$ cat config.mk
export PLATFORM = sky130hd
export DESIGN_NAME = vert_transform_flat
export DESIGN_NICKNAME = d
export VERILOG_FILES = /design/src/rtl/vert_transform_if.sv /design/src/rtl/vert_transform.sv /design/src/flat_wrapper.sv
export SDC_FILE = /design/constraint.sdc
export NUM_CORES = 1
export LEC_CHECK = 0
export BUFFER_PORTS_ARGS = -buffer_cell sky130_fd_sc_hd__buf_2
export CAP_MARGIN = 25
export CORE_MARGIN = 2
export CORE_UTILIZATION = 40
export CTS_CLUSTER_DIAMETER = 30
export DETAILED_ROUTE_END_ITERATION = 8
export PLACE_DENSITY_LB_ADDON = 0.08
export REMOVE_ABC_BUFFERS = 1
export SYNTH_ARGS = -nofsm -noshare
export SYNTH_HDL_FRONTEND = slang
export SYNTH_SLANG_ARGS = --single-unit
$ cat constraint.sdc
create_clock -name clk_pix -period 2.7 [get_ports clk_pix]
set_input_delay 0.54 -clock clk_pix [delete_from_list [all_inputs] [get_ports clk_pix]]
set_output_delay 0.54 -clock clk_pix [all_outputs]
set_load 0.05 [all_outputs]
$ cat src/rtl/vert_transform_if.sv
// Output stream of the vertex transformer: one screen-space vertex per transfer.
// Handshake: the producer raises out_valid with out_idx/out_x/out_y and holds
// all of them stable until a rising clk_pix edge samples out_valid && out_ready;
// that edge is the transfer, and out_valid never drops before it.
interface vert_transform_if #(
  parameter int IDX_W   = 2,
  parameter int COORD_W = 10
);
  logic               out_valid;
  logic               out_ready;
  logic [IDX_W-1:0]   out_idx;
  logic [COORD_W-1:0] out_x;
  logic [COORD_W-1:0] out_y;

  modport master (
    output out_valid, out_idx, out_x, out_y,
    input  out_ready
  );

  modport slave (
    input  out_valid, out_idx, out_x, out_y,
    output out_ready
  );
endinterface

$ cat src/rtl/vert_transform.sv
// Rotates model vertices about the y axis by a free-running angle and maps them
// to screen coordinates. A frame_start pulse snapshots the angle for the pass,
// then every vertex goes FETCH -> CALC -> OUT, and DONE closes the pass.
module vert_transform #(
  parameter int  NVERT    = 3,
  parameter int  TRIG_W   = 12,
  parameter int  COORD_W  = 10,
  parameter int  TICK_DIV = 333334,
  parameter int  CX       = 320,
  parameter int  CY       = 240,
  localparam int IDX_W    = (NVERT > 1) ? $clog2(NVERT) : 1
) (
  input  logic                     clk_pix,
  input  logic                     resetn,
  input  logic                     frame_start,
  input  logic                     dir,
  input  logic                     pause,
  output logic [8:0]               angle,
  output logic [8:0]               trig_angle,
  input  logic signed [TRIG_W-1:0] cos,
  input  logic signed [TRIG_W-1:0] sin,
  output logic [IDX_W-1:0]         vert_idx,
  input  logic signed [7:0]        vx,
  input  logic signed [7:0]        vz,
  vert_transform_if.master         out_if,
  output logic                     busy,
  output logic                     done,
  output logic [2:0]               state_dbg
);

  typedef enum logic [2:0] {
    S_IDLE  = 3'd0,
    S_FETCH = 3'd1,
    S_CALC  = 3'd2,
    S_OUT   = 3'd3,
    S_DONE  = 3'd4
  } state_t;

  localparam int CNT_W = (TICK_DIV > 1) ? $clog2(TICK_DIV + 1) : 1;
  localparam logic [CNT_W-1:0] CNT_MAX = CNT_W'(TICK_DIV - 1);
  localparam logic [IDX_W-1:0] LAST_IDX = IDX_W'(NVERT - 1);

  // Product/sum width: 8 x TRIG_W product plus one bit for the sum, plus margin.
  localparam int PW = 8 + TRIG_W + 2;
  localparam int SW = ((PW > COORD_W) ? PW : COORD_W) + 2;
  localparam logic signed [SW-1:0] CX_S  = SW'(CX);
  localparam logic signed [SW-1:0] CY_S  = SW'(CY);
  localparam logic signed [SW-1:0] MAX_S = SW'((1 << COORD_W) - 1);

  state_t             state_q, state_d;
  logic [CNT_W-1:0]   cnt_q, cnt_d;
  logic [8:0]         angle_q, angle_d;
  logic [8:0]         trig_q;
  logic [IDX_W-1:0]   vidx_q;
  logic [IDX_W-1:0]   oidx_q;
  logic [COORD_W-1:0] ox_q, oy_q;
  logic               busy_q;
  logic               start_en_q;
  logic               start, calc_en, xfer;

  logic signed [PW-1:0]      vx_e, vz_e, cos_e, sin_e;
  logic signed [PW-1:0]      xsum, zsum, xr, zr;
  logic signed [SW-1:0]      sx, sy;
  logic [COORD_W-1:0]        sat_x, sat_y;

  // Clamp a signed screen coordinate into the unsigned output range.
  function automatic logic [COORD_W-1:0] clamp(input logic signed [SW-1:0] v);
    if (v < 0)
      return '0;
    else if (v > MAX_S)
      return MAX_S[COORD_W-1:0];
    else
      return v[COORD_W-1:0];
  endfunction

  // Angle divider next-state: hold on pause, step the angle on divider wrap.
  always_comb begin
    cnt_d   = cnt_q;
    angle_d = angle_q;
    if (!pause) begin
      if (cnt_q == CNT_MAX) begin
        cnt_d = '0;
        if (dir)
          angle_d = (angle_q == 9'd0) ? 9'd359 : angle_q - 9'd1;
        else
          angle_d = (angle_q == 9'd359) ? 9'd0 : angle_q + 9'd1;
      end else begin
        cnt_d = cnt_q + CNT_W'(1);
      end
    end
  end

  // Angle divider registers, independent of the transform FSM.
  always_ff @(posedge clk_pix or negedge resetn) begin
    if (!resetn) begin
      cnt_q   <= '0;
      angle_q <= '0;
    end else begin
      cnt_q   <= cnt_d;
      angle_q <= angle_d;
    end
  end

  // Blocks frame_start on the first edge after reset release.
  always_ff @(posedge clk_pix or negedge resetn) begin
    if (!resetn) start_en_q <= 1'b0;
    else         start_en_q <= 1'b1;
  end

  // FSM state register.
  always_ff @(posedge clk_pix or negedge resetn) begin
    if (!resetn) state_q <= S_IDLE;
    else         state_q <= state_d;
  end

  // FSM next-state and control strobes.
  always_comb begin
    state_d = state_q;
    start   = 1'b0;
    calc_en = 1'b0;
    xfer    = 1'b0;
    case (state_q)
      S_IDLE: begin
        if (frame_start && start_en_q) begin
          start   = 1'b1;
          state_d = S_FETCH;
        end
      end
      S_FETCH: state_d = S_CALC;
      S_CALC: begin
        calc_en = 1'b1;
        state_d = S_OUT;
      end
      S_OUT: begin
        if (out_if.out_ready) begin
          xfer    = 1'b1;
          state_d = (vidx_q == LAST_IDX) ? S_DONE : S_FETCH;
        end
      end
      S_DONE:  state_d = S_IDLE;
      default: state_d = S_IDLE;
    endcase
  end

  // Rotation about y in full precision, then arithmetic shift back from Q1.10.
  always_comb begin
    vx_e  = {{(PW-8){vx[7]}}, vx};
    vz_e  = {{(PW-8){vz[7]}}, vz};
    cos_e = {{(PW-TRIG_W){cos[TRIG_W-1]}}, cos};
    sin_e = {{(PW-TRIG_W){sin[TRIG_W-1]}}, sin};
    xsum  = vx_e * cos_e - vz_e * sin_e;
    zsum  = vx_e * sin_e + vz_e * cos_e;
    xr    = xsum >>> 10;
    zr    = zsum >>> 10;
    sx    = CX_S + {{(SW-PW){xr[PW-1]}}, xr};
    sy    = CY_S + {{(SW-PW){zr[PW-1]}}, zr};
    sat_x = clamp(sx);
    sat_y = clamp(sy);
  end

  // Pass bookkeeping and the output holding registers.
  always_ff @(posedge clk_pix or negedge resetn) begin
    if (!resetn) begin
      trig_q <= '0;
      vidx_q <= '0;
      oidx_q <= '0;
      ox_q   <= '0;
      oy_q   <= '0;
      busy_q <= 1'b0;
    end else begin
      if (start) begin
        trig_q <= angle_q;
        vidx_q <= '0;
        busy_q <= 1'b1;
      end
      if (calc_en) begin
        ox_q   <= sat_x;
        oy_q   <= sat_y;
        oidx_q <= vidx_q;
      end
      if (xfer && (vidx_q != LAST_IDX))
        vidx_q <= vidx_q + IDX_W'(1);
      if (state_q == S_DONE)
        busy_q <= 1'b0;
    end
  end

  assign angle            = angle_q;
  assign trig_angle       = trig_q;
  assign vert_idx         = vidx_q;
  assign busy             = busy_q;
  assign done             = (state_q == S_DONE);
  assign state_dbg        = state_q;
  assign out_if.out_valid = (state_q == S_OUT);
  assign out_if.out_idx   = oidx_q;
  assign out_if.out_x     = ox_q;
  assign out_if.out_y     = oy_q;

endmodule

$ cat src/flat_wrapper.sv
// flat-port wrapper written by rule: the top's interface ports become plain ports
module vert_transform_flat 
#(
  parameter int  NVERT    = 3,
  parameter int  TRIG_W   = 12,
  parameter int  COORD_W  = 10,
  parameter int  TICK_DIV = 333334,
  parameter int  CX       = 320,
  parameter int  CY       = 240,
  localparam int IDX_W    = (NVERT > 1) ? $clog2(NVERT) : 1
)
  (clk_pix, resetn, frame_start, dir, pause, angle, trig_angle, cos, sin, vert_idx, vx, vz, busy, done, state_dbg, out_if_out_valid, out_if_out_idx, out_if_out_x, out_if_out_y, out_if_out_ready);
  vert_transform_if #(.IDX_W(2), .COORD_W(COORD_W)) out_if_i ();
  input  logic clk_pix;
  input  logic resetn;
  input  logic frame_start;
  input  logic dir;
  input  logic pause;
  output logic [8:0] angle;
  output logic [8:0] trig_angle;
  input  logic signed [TRIG_W-1:0] cos;
  input  logic signed [TRIG_W-1:0] sin;
  output logic [IDX_W-1:0] vert_idx;
  input  logic signed [7:0] vx;
  input  logic signed [7:0] vz;
  output logic busy;
  output logic done;
  output logic [2:0] state_dbg;
  output wire logic [$bits(out_if_i.out_valid)-1:0] out_if_out_valid;
  output wire logic [$bits(out_if_i.out_idx)-1:0] out_if_out_idx;
  output wire logic [$bits(out_if_i.out_x)-1:0] out_if_out_x;
  output wire logic [$bits(out_if_i.out_y)-1:0] out_if_out_y;
  input wire logic [$bits(out_if_i.out_ready)-1:0] out_if_out_ready;
  assign out_if_out_valid = out_if_i.out_valid;
  assign out_if_out_idx = out_if_i.out_idx;
  assign out_if_out_x = out_if_i.out_x;
  assign out_if_out_y = out_if_i.out_y;
  assign out_if_i.out_ready = out_if_out_ready;
  vert_transform #(.NVERT(NVERT), .TRIG_W(TRIG_W), .COORD_W(COORD_W), .TICK_DIV(TICK_DIV), .CX(CX), .CY(CY)) u_core (.clk_pix(clk_pix), .resetn(resetn), .frame_start(frame_start), .dir(dir), .pause(pause), .angle(angle), .trig_angle(trig_angle), .cos(cos), .sin(sin), .vert_idx(vert_idx), .vx(vx), .vz(vz), .out_if(out_if_i), .busy(busy), .done(done), .state_dbg(state_dbg));
endmodule
Word level (Yosys, flattened, before mapping) --
Index checks and enable logic that the tools add are counted. W data, S select, Z words.
Storage, ports and cells: register bits 66, output and inout bits 48, word-level logic and storage cells 66
Cells by class: $add $sub $neg 8, $mul 4, $lt $le $gt $ge 4, eq/ne operators 10, mux-type cells 21, bitwise gates (word level) 1, reduce and logical (&&, ||, !) cells 8
Operator list (number):
- $mul A8 B12 Y20 | 4
- $mux W10 | 4
- $mux W9 | 3
- $gt A13 B11 Y1 const B | 2
- $lt A13 B1 Y1 const B | 2
- $add A20 B20 Y21 | 1
- $sub A20 B20 Y21 | 1
- $add A19 B1 Y19 const B | 1
- $eq A19 B19 Y1 const B | 1
- $mux W19 | 1
- $add A10 B11 Y12 const A | 1
- $add A9 B11 Y12 const A | 1
- $pmux W3 S4 | 1
- $add A9 B1 Y9 const B | 1
- $eq A9 B9 Y1 const B | 1
- $logic_not A9 Y1 | 1
- $mux W3 | 3
- $sub A9 B1 Y9 const B | 1
- $mux W1 | 7
- $eq A3 B2 Y1 const B | 2
- $mux W2 | 2
- $ne A2 B1 Y1 const B | 2
- $reduce_and A2 Y1 | 2
- $reduce_bool A2 Y1 | 2
- other kinds (8) | 9

Longest topological paths before layout --
Gate-level depths: netlist of run 1.
depth after elaboration 6, depth in mapped cells 29

Worst setup path before layout of run 1 --
No wires, ideal clock.
path kind input-to-reg, from in vx[7], to reg u_core.ox_q[7] (netlist: u_core.out_if.out_x[7]), arrival 7.318 ns, required time 2.613 ns, slack -4.705 ns, cell stages on the path 27, path buffers 1, path through inv_1 > clkbuf_1 > nor2_1 > fa_1 > inv_1 > fa_1 > fa_1 > inv_1 > fa_1 > fa_1 > inv_1 > fa_1 > inv_1 > ha_1 > and3_1 > a221o_1 > a21oi_2 > o21bai_1 > xor2_1 > inv_1 > ha_1 > or3_1 > nor3_1 > nand4bb_1 > o31ai_1 > nand3_1 > o211ai_1
Between the ends: word-level cells in the longest chain between the ends 6, elaborated cells on any way between the ends 7
Ends and longest elaborated chain:
- start, declared | RTL line flat_wrapper.sv:24 | input logic signed [7:0] vx;
- $mul A8 B12 Y20 (*) | RTL line vert_transform.sv:151 | xsum = vx_e * cos_e - vz_e * sin_e;
- $sub A20 B20 Y21 (*) | RTL line vert_transform.sv:151
- $add A10 B11 Y12 (*) | RTL line vert_transform.sv:155 | sx = CX_S + {{(SW-PW){xr[PW-1]}}, xr};
- $gt A13 B11 Y1 | RTL line vert_transform.sv:70 | else if (v > MAX_S)
- $mux W10 | RTL line vert_transform.sv:70
- $mux W10 (*) | RTL line vert_transform.sv:68 | if (v < 0)
- end signal, assigned | RTL line vert_transform.sv:177 | ox_q <= sat_x;
- end, declared | RTL line vert_transform.sv:56 | logic [COORD_W-1:0] ox_q, oy_q;
Mark *: on every way between the ends. The rest lies on a longest branch, timed or not. A chain may end at the register's enable or synchronous reset.

Worst setup path after layout of run 1 --
from in vz[7], to reg u_core.oy_q[6] (netlist: u_core.out_if.out_y[6])
Between the ends: word-level cells in the longest chain between the ends 6, elaborated cells on any way between the ends 7
Ends and longest elaborated chain:
- start, declared | RTL line flat_wrapper.sv:25 | input logic signed [7:0] vz;
- $mul A8 B12 Y20 (*) | RTL line vert_transform.sv:152 | zsum = vx_e * sin_e + vz_e * cos_e;
- $add A20 B20 Y21 (*) | RTL line vert_transform.sv:152
- $add A9 B11 Y12 (*) | RTL line vert_transform.sv:156 | sy = CY_S + {{(SW-PW){zr[PW-1]}}, zr};
- $gt A13 B11 Y1 | RTL line vert_transform.sv:70
- $mux W10 | RTL line vert_transform.sv:70
- $mux W10 (*) | RTL line vert_transform.sv:68
- end signal, assigned | RTL line vert_transform.sv:178 | oy_q <= sat_y;
- end, declared | RTL line vert_transform.sv:56
Marks and branches as above.

==> flow_summary_export.csv, run 1 <==
group,metric,value,unit
status,status,"complete, but fails checks",
status,violations,"negative setup slack",
grt,grt_max_degree,62,
critical_path,crit_path_end_kind,"flop",
yosys,yosysSeqAreaShare,8.98,%
sta,worst_slack,-4.18,ns
critical_path,max_stage_delay,0.54,ns
worst_hold_path,min_path_type,"input pin to async pin",
finish,layout.cells.non_filler,2984,
critical_path,critPathBufInv,6,
clock_tree,clk_pin_slew,0.06,ns
sta,hold_viol_final,0,
finish,final_common_cell,"inv_1",
sta,finalSetupViolCount,20,
yosys,synth_area,18400,um2
clock_tree,clock_sinks,66,
route,wirelength,51.0,mm
critical_path,crit_slowest_cell,"fa_2",
finish,area_delta_synth_final,29.4,%
place,dp_slack,-5.08,ns
yosys,synth.avg_cell_area,9.22,um2
critical_path,crit_family,"adder cells",
sta,finalCritPeriodShare,255,%
floorplan,io_pins,94,
clock_tree,clock_latency,0.35,ns
grt,grt_pass1_wl,84.9,mm
route,wire_per_inst,17.1,um
sta,max_freq,145,MHz
sta,slew_viol_final,0,
critical_path,arrival,7.17,ns
yosys,syn_inst,1996,
critical_path,critPathLaunchType,"input pin",
grt,antenna_found_initial,2,
job,maxCapViolCount,0,
place,dp.cells,2912,
grt,grt.overflow.total,0,
clock_tree,clock-root-buffer,"clkbuf_16",
clock_tree,cts_buffer_depth,2,
yosys,synth_seq_cells,66,
finish,fillers,4285,
yosys,synth_warnings,0,
finish,nets,2947,
sta,clock_skew,0.00693,ns
route,viasPerCell,4.88,
route,vias,14600,
critical_path,path_depth,27,
sta,slew_headroom,35.5,%
critical_path,r2r-end,"u_core.angle[4]$_DFFE_PN0P_",
floorplan,fp.coreArea,45400,um2
sta,min_period,6.88,ns
clock_tree,cts_buffers,9,
finish,layout-drive-gt1-share,27.7,%
place,port_buffers,93,
sta,worst_pin_slew,0.955,ns
clock_tree,hold_buffers,0,
critical_path,startpoint,"vz[7]",
clock_tree,htree_num_levels,3,
sta,whs,0.0129,ns
place,hpwlAfterDp,42.5,mm
critical_path,rr_worst_depth,10,
floorplan,die_h,218,um
route,drtAntennaViolNets,0,
grt,grt_pass1_vias,16000,
finish,diodes,0,
critical_path,worstSetupPathType,"input pin to flop",
floorplan,rows,78,
critical_path,r2r_start,"u_core.cnt_q[1]$_DFFE_PN0N_",
route,firstDrtPassIters,5,
floorplan,die_width,218,um
clock_tree,cts_tree,"built",
critical_path,rrSetupSlack,0.21,ns
yosys,synthArstFlopShare,100,%
critical_path,cpMostUsedCell,"fa_1",
route,route.detailed.drc,0,
place,gp_congestion,0.830,
finish,post-route-util,52.4,%
yosys,synth-main-ff-cell,"dfrtp_1",
floorplan,initial_core_util,40.5,%
critical_path,crit_fanout,4,
yosys,synth_edf_count,0,
critical_path,crit_required,2.99,ns
sta,rsz0062_at_grt,"true",
critical_path,crit_end,"u_core.out_if.out_y[6]$_DFFE_PN0P_",
route,drtIter0Drc,681,
grt,gr-usage-all-layers,22.9,%
floorplan,die_area,47700,um2
finish,final_cell_mix,"inv_1, fa_1, buf_4",
yosys,synth_cell_types,82,
-- metal layers --
metal | GRT usage, % | part of all wire (%) | vias up
li1 | - | - | 6837
met1 | 31.8 | 46 | 7436
met2 | 38.7 | 49 | 233
met3 | 2.77 | 3.4 | 47
met4 | 4.47 | 1.8 | 2
met5 | 0 | 0.020 | -
-- sequential cells by signal, indices dropped and copies added (netlist names) --
register / cells
u_core.cnt_q: 19
u_core.out_if.out_x: 10
u_core.out_if.out_y: 10
u_core.angle: 9
u_core.trig_angle: 9
u_core.state_dbg: 3
u_core.out_if.out_idx: 2
u_core.vert_idx: 2
u_core.busy: 1
u_core.start_en_q: 1
-- logic make-up after synthesis --
kind of cell | synth area share [%]
other | 0.0204
buffers and inverters | 11.2
AO/OA/AOI/OAI | 7.56
multiplexers | 0.714
XOR/XNOR | 3.20
adder cells (fa/ha/maj) | 51.4
AND/OR/NAND/NOR | 16.9
flip-flops | 8.98
-- worst min-delay path by stage --
stage	end	slack, ns	depth (start not counted)
2_1_floorplan	u_core.angle[0]$_DFFE_PN0P_	0.24	0
3_3_place_gp	u_core.out_if.out_x[3]$_DFFE_PN0P_	0.38	1
3_5_place_dp	u_core.out_if.out_x[3]$_DFFE_PN0P_	0.38	1
4_1_cts	u_core.out_if.out_x[3]$_DFFE_PN0P_	0.005	1
5_1_grt	u_core.out_if.out_x[3]$_DFFE_PN0P_	0.01	1
6_report	u_core.out_if.out_x[3]$_DFFE_PN0P_	0.01	1
-- final cells by class --
type / count / area, um2 / share of cell area, %
clock buffer: 9 / 225 / 0.946
clock inverter: 7 / 100 / 0.421
inverter: 454 / 1710 / 7.19
multi-input combinational: 1395 / 15600 / 65.5
sequential: 66 / 1650 / 6.94
tap: 600 / 751 / 3.15
timing repair buffer: 453 / 3770 / 15.9
-- cell usage after synthesis, drive strengths merged, types with 5 or more instances --
cell type    n  area (um2)
inv        454        1700
fa         389        7790
nand2      212         796
and2       190        1190
ha         133        1660
nor2        72         270
clkbuf      71         267
dfrtp       66        1650
o21ai       53         303
xnor2       44         385
a21oi       36         188
nand3       28         145
nand2b      27         169
xor2        18         158
nor3        16        85.1
and3        13        82.6
o211ai      12         100
a21o        11        85.1
o31ai       10        75.1
a211oi       9        72.6
buf          9        85.1
mux2         9         101
nor4         8        50.1
a2111oi      7         111
a221o        7        70.1
and4         6        57.6
nand4        6        52.6
nor2b        6        37.5
a22oi        5        37.5
nand3b       5        37.5
-- stage by stage --
stage               setup TNS, ns  area [um2]
floorplan                  -87.49       18000
global placement           -93.97       21700
detailed placement         -96.40       21700
CTS                        -77.48       23400
global route               -82.64       23800
finish                     -78.44       23800
-- what timing repair did --
action	in CTS	in global routing
setup endpoints to repair	20	23
gates resized for setup	243	66
pin swaps	102	34
setup buffers	41	15
endpoints found under the hold margin	0	0
cloned	2	0
Power of run 1 is left out: the tool's default activity adds up to more than one toggle a clock period on the data nets, which glitch-free logic cannot reach.
==> inputs of run 2 (changes only) <==
--- a/config.mk
+++ b/config.mk
@@ -8,7 +8,7 @@
 export BUFFER_PORTS_ARGS = -buffer_cell sky130_fd_sc_hd__buf_2
 export CAP_MARGIN = 25
 export CORE_MARGIN = 2
-export CORE_UTILIZATION = 40
+export CORE_UTILIZATION = 55
 export CTS_CLUSTER_DIAMETER = 30
 export DETAILED_ROUTE_END_ITERATION = 8
 export PLACE_DENSITY_LB_ADDON = 0.08
==> run 2 against run 1 <==
Against the previous run: the flow still finishes with violations (negative setup slack); register-to-register slack improved by 0.04 ns; cell area fell by 2.9%; die area fell by 27%; critical endpoint is now u_core.out_if.out_y[8]$_DFFE_PN0P_.
==> flow_summary_export.csv, run 2 (same netlist as run 1, synthesis figures left out) <==
group,metric,value,unit
clock_tree,cts_tree,"built",
sta,worst_slack,-4.13,ns
clock_tree,clock_sinks,66,
floorplan,die_h,187,um
floorplan,rows,66,
finish,fillers,2644,
finish,layout-drive-gt1-share,25.8,%
job,maxCapViolCount,0,
route,vias,14800,
grt,antenna_found_initial,0,
place,port_buffers,93,
finish,diodes,0,
grt,grt.overflow.total,0,
route,wire_per_inst,17.4,um
finish,nets,2904,
finish,top_register,"u_core.cnt_q",
floorplan,die_area,34900,um2
floorplan,initial_core_util,56.3,%
finish,fin_area,23100,um2
finish,final_cell_mix,"inv_1, fa_1, buf_4",
clock_tree,hold_buffers,0,
route,drtAntennaViolNets,0,
place,hpwlAfterDp,37.9,mm
floorplan,io_pins,94,
critical_path,arrival,7.11,ns
status,violations,"negative setup slack",
sta,fin_setup_tns,-78.85,ns
place,placed_area,21200,um2
sta,rsz0062_at_grt,"true",
floorplan,die_width,187,um
sta,finalSetupViolCount,20,
grt,gr-usage-all-layers,28.8,%
clock_tree,cts_buffers,9,
route,wirelength,48.3,mm
clock_tree,htree_num_levels,3,
clock_tree,clk_pin_slew,0.08,ns
route,firstDrtPassIters,5,
sta,max_freq,146,MHz
place,gp_congestion,0.904,
critical_path,critPathLaunchType,"input pin",
status,status,"complete, but fails checks",
clock_tree,cts_buffer_depth,2,
finish,area_delta_synth_final,25.6,%
clock_tree,clock-root-buffer,"clkbuf_16",
critical_path,crit_fanout,4,
clock_tree,clock_latency,0.36,ns
sta,clock_skew,0.0198,ns
worst_hold_path,min_path_type,"input pin to async pin",
grt,grt_max_degree,57,
sta,slew_viol_final,0,
grt,grt_pass1_wl,80.3,mm
sta,min_period,6.83,ns
finish,largest_reg_flops,19,
critical_path,crit_required,2.98,ns
finish,final_common_cell,"inv_1",
grt,grt_pass1_vias,15800,
sta,slew_headroom,25.5,%
sta,hold_viol_final,0,
critical_path,crit_path_end_kind,"flop",
route,drtIter0Drc,887,
critical_path,worstSetupPathType,"input pin to flop",
sta,worst_pin_slew,1.10,ns
route,route.detailed.drc,0,
sta,finalCritPeriodShare,253,%
route,viasPerCell,5.31,
floorplan,fp.coreArea,32700,um2
run 2: stage by stage:
step                      worst slack (ns)  utilization (%)  std cells  hold WS [ns]
after global placement               -4.99             65.0       2730         0.449
final                                -4.13             70.7       2783         0.101
after global routing                 -4.36             70.7       2783         0.102
after CTS                            -4.14             68.8       2763        0.0916
after detailed placement             -5.11             65.0       2730         0.453
after floorplan                      -4.73                -       1915         0.244
run 2: worst paths after layout:
| check | from | end | slack [ns] | cells after the start |
|---|---|---|---|---|
| max in group asynchronous | resetn | u_core.out_if.out_y[5]$_DFFE_PN0P_ | 1.95 | 2 |
| worst min register to register | u_core.out_if.out_y[7]$_DFFE_PN0P_ | u_core.out_if.out_y[7]$_DFFE_PN0P_ | 0.46 | 2 |
| worst max register to register | u_core.angle[0]$_DFFE_PN0P_ | u_core.angle[7]$_DFFE_PN0P_ | 0.25 | 10 |
| worst min-delay path | resetn | u_core.out_if.out_x[8]$_DFFE_PN0P_ | 0.10 | 1 |
| min in group clk_pix | u_core.out_if.out_y[7]$_DFFE_PN0P_ | u_core.out_if.out_y[7]$_DFFE_PN0P_ | 0.46 | 2 |
| worst max-delay path | vx[5] | u_core.out_if.out_y[8]$_DFFE_PN0P_ | -4.13 | 27 |
run 2: timing repair:
item	CTS	global route
gates cloned	1	3
gates resized for setup	189	103
pin swaps	82	62
setup buffers	17	18
setup endpoints to repair	20	20
run 2: area by class of cell:
class                   count  area [um2]  area share (%)
multi-input cells        1395       15500            67.0
repair buffers            409        3390            14.7
inverters                 454        1710            7.40
flip-flops and latches     66        1650            7.14
well taps                 442         553            2.39
clock buffers               9         225           0.974
clock inverters             7        93.8           0.406
repair inverters            1        7.51          0.0325
run 2: critical path, cell delays in order:
cell	delay, ns
buf_16	0.12
buf_6	0.12
and2_4	0.15
fa_1	0.48
inv_1	0.06
fa_1	0.48
fa_1	0.57
inv_2	0.04
fa_1	0.50
fa_1	0.53
inv_2	0.04
fa_1	0.52
inv_2	0.05
ha_4	0.29
nand2_4	0.06
o21ai_4	0.25
a21oi_4	0.11
and4_1	0.22
or2_4	0.26
ha_4	0.21
or3_4	0.37
a2111oi_4	0.18
nand4_1	0.14
nor4_2	0.29
o311ai_2	0.17
a21boi_2	0.21
a221o_1	0.13
run 2: routing by layer:
metal | GRT usage [%] | part of all wire [%]
met4 | 5.59 | 1.8
met3 | 2.33 | 4.7
met2 | 49.0 | 50
met1 | 40.9 | 43
met5 | 0 | 0
Power of run 2 is left out for the same reason.
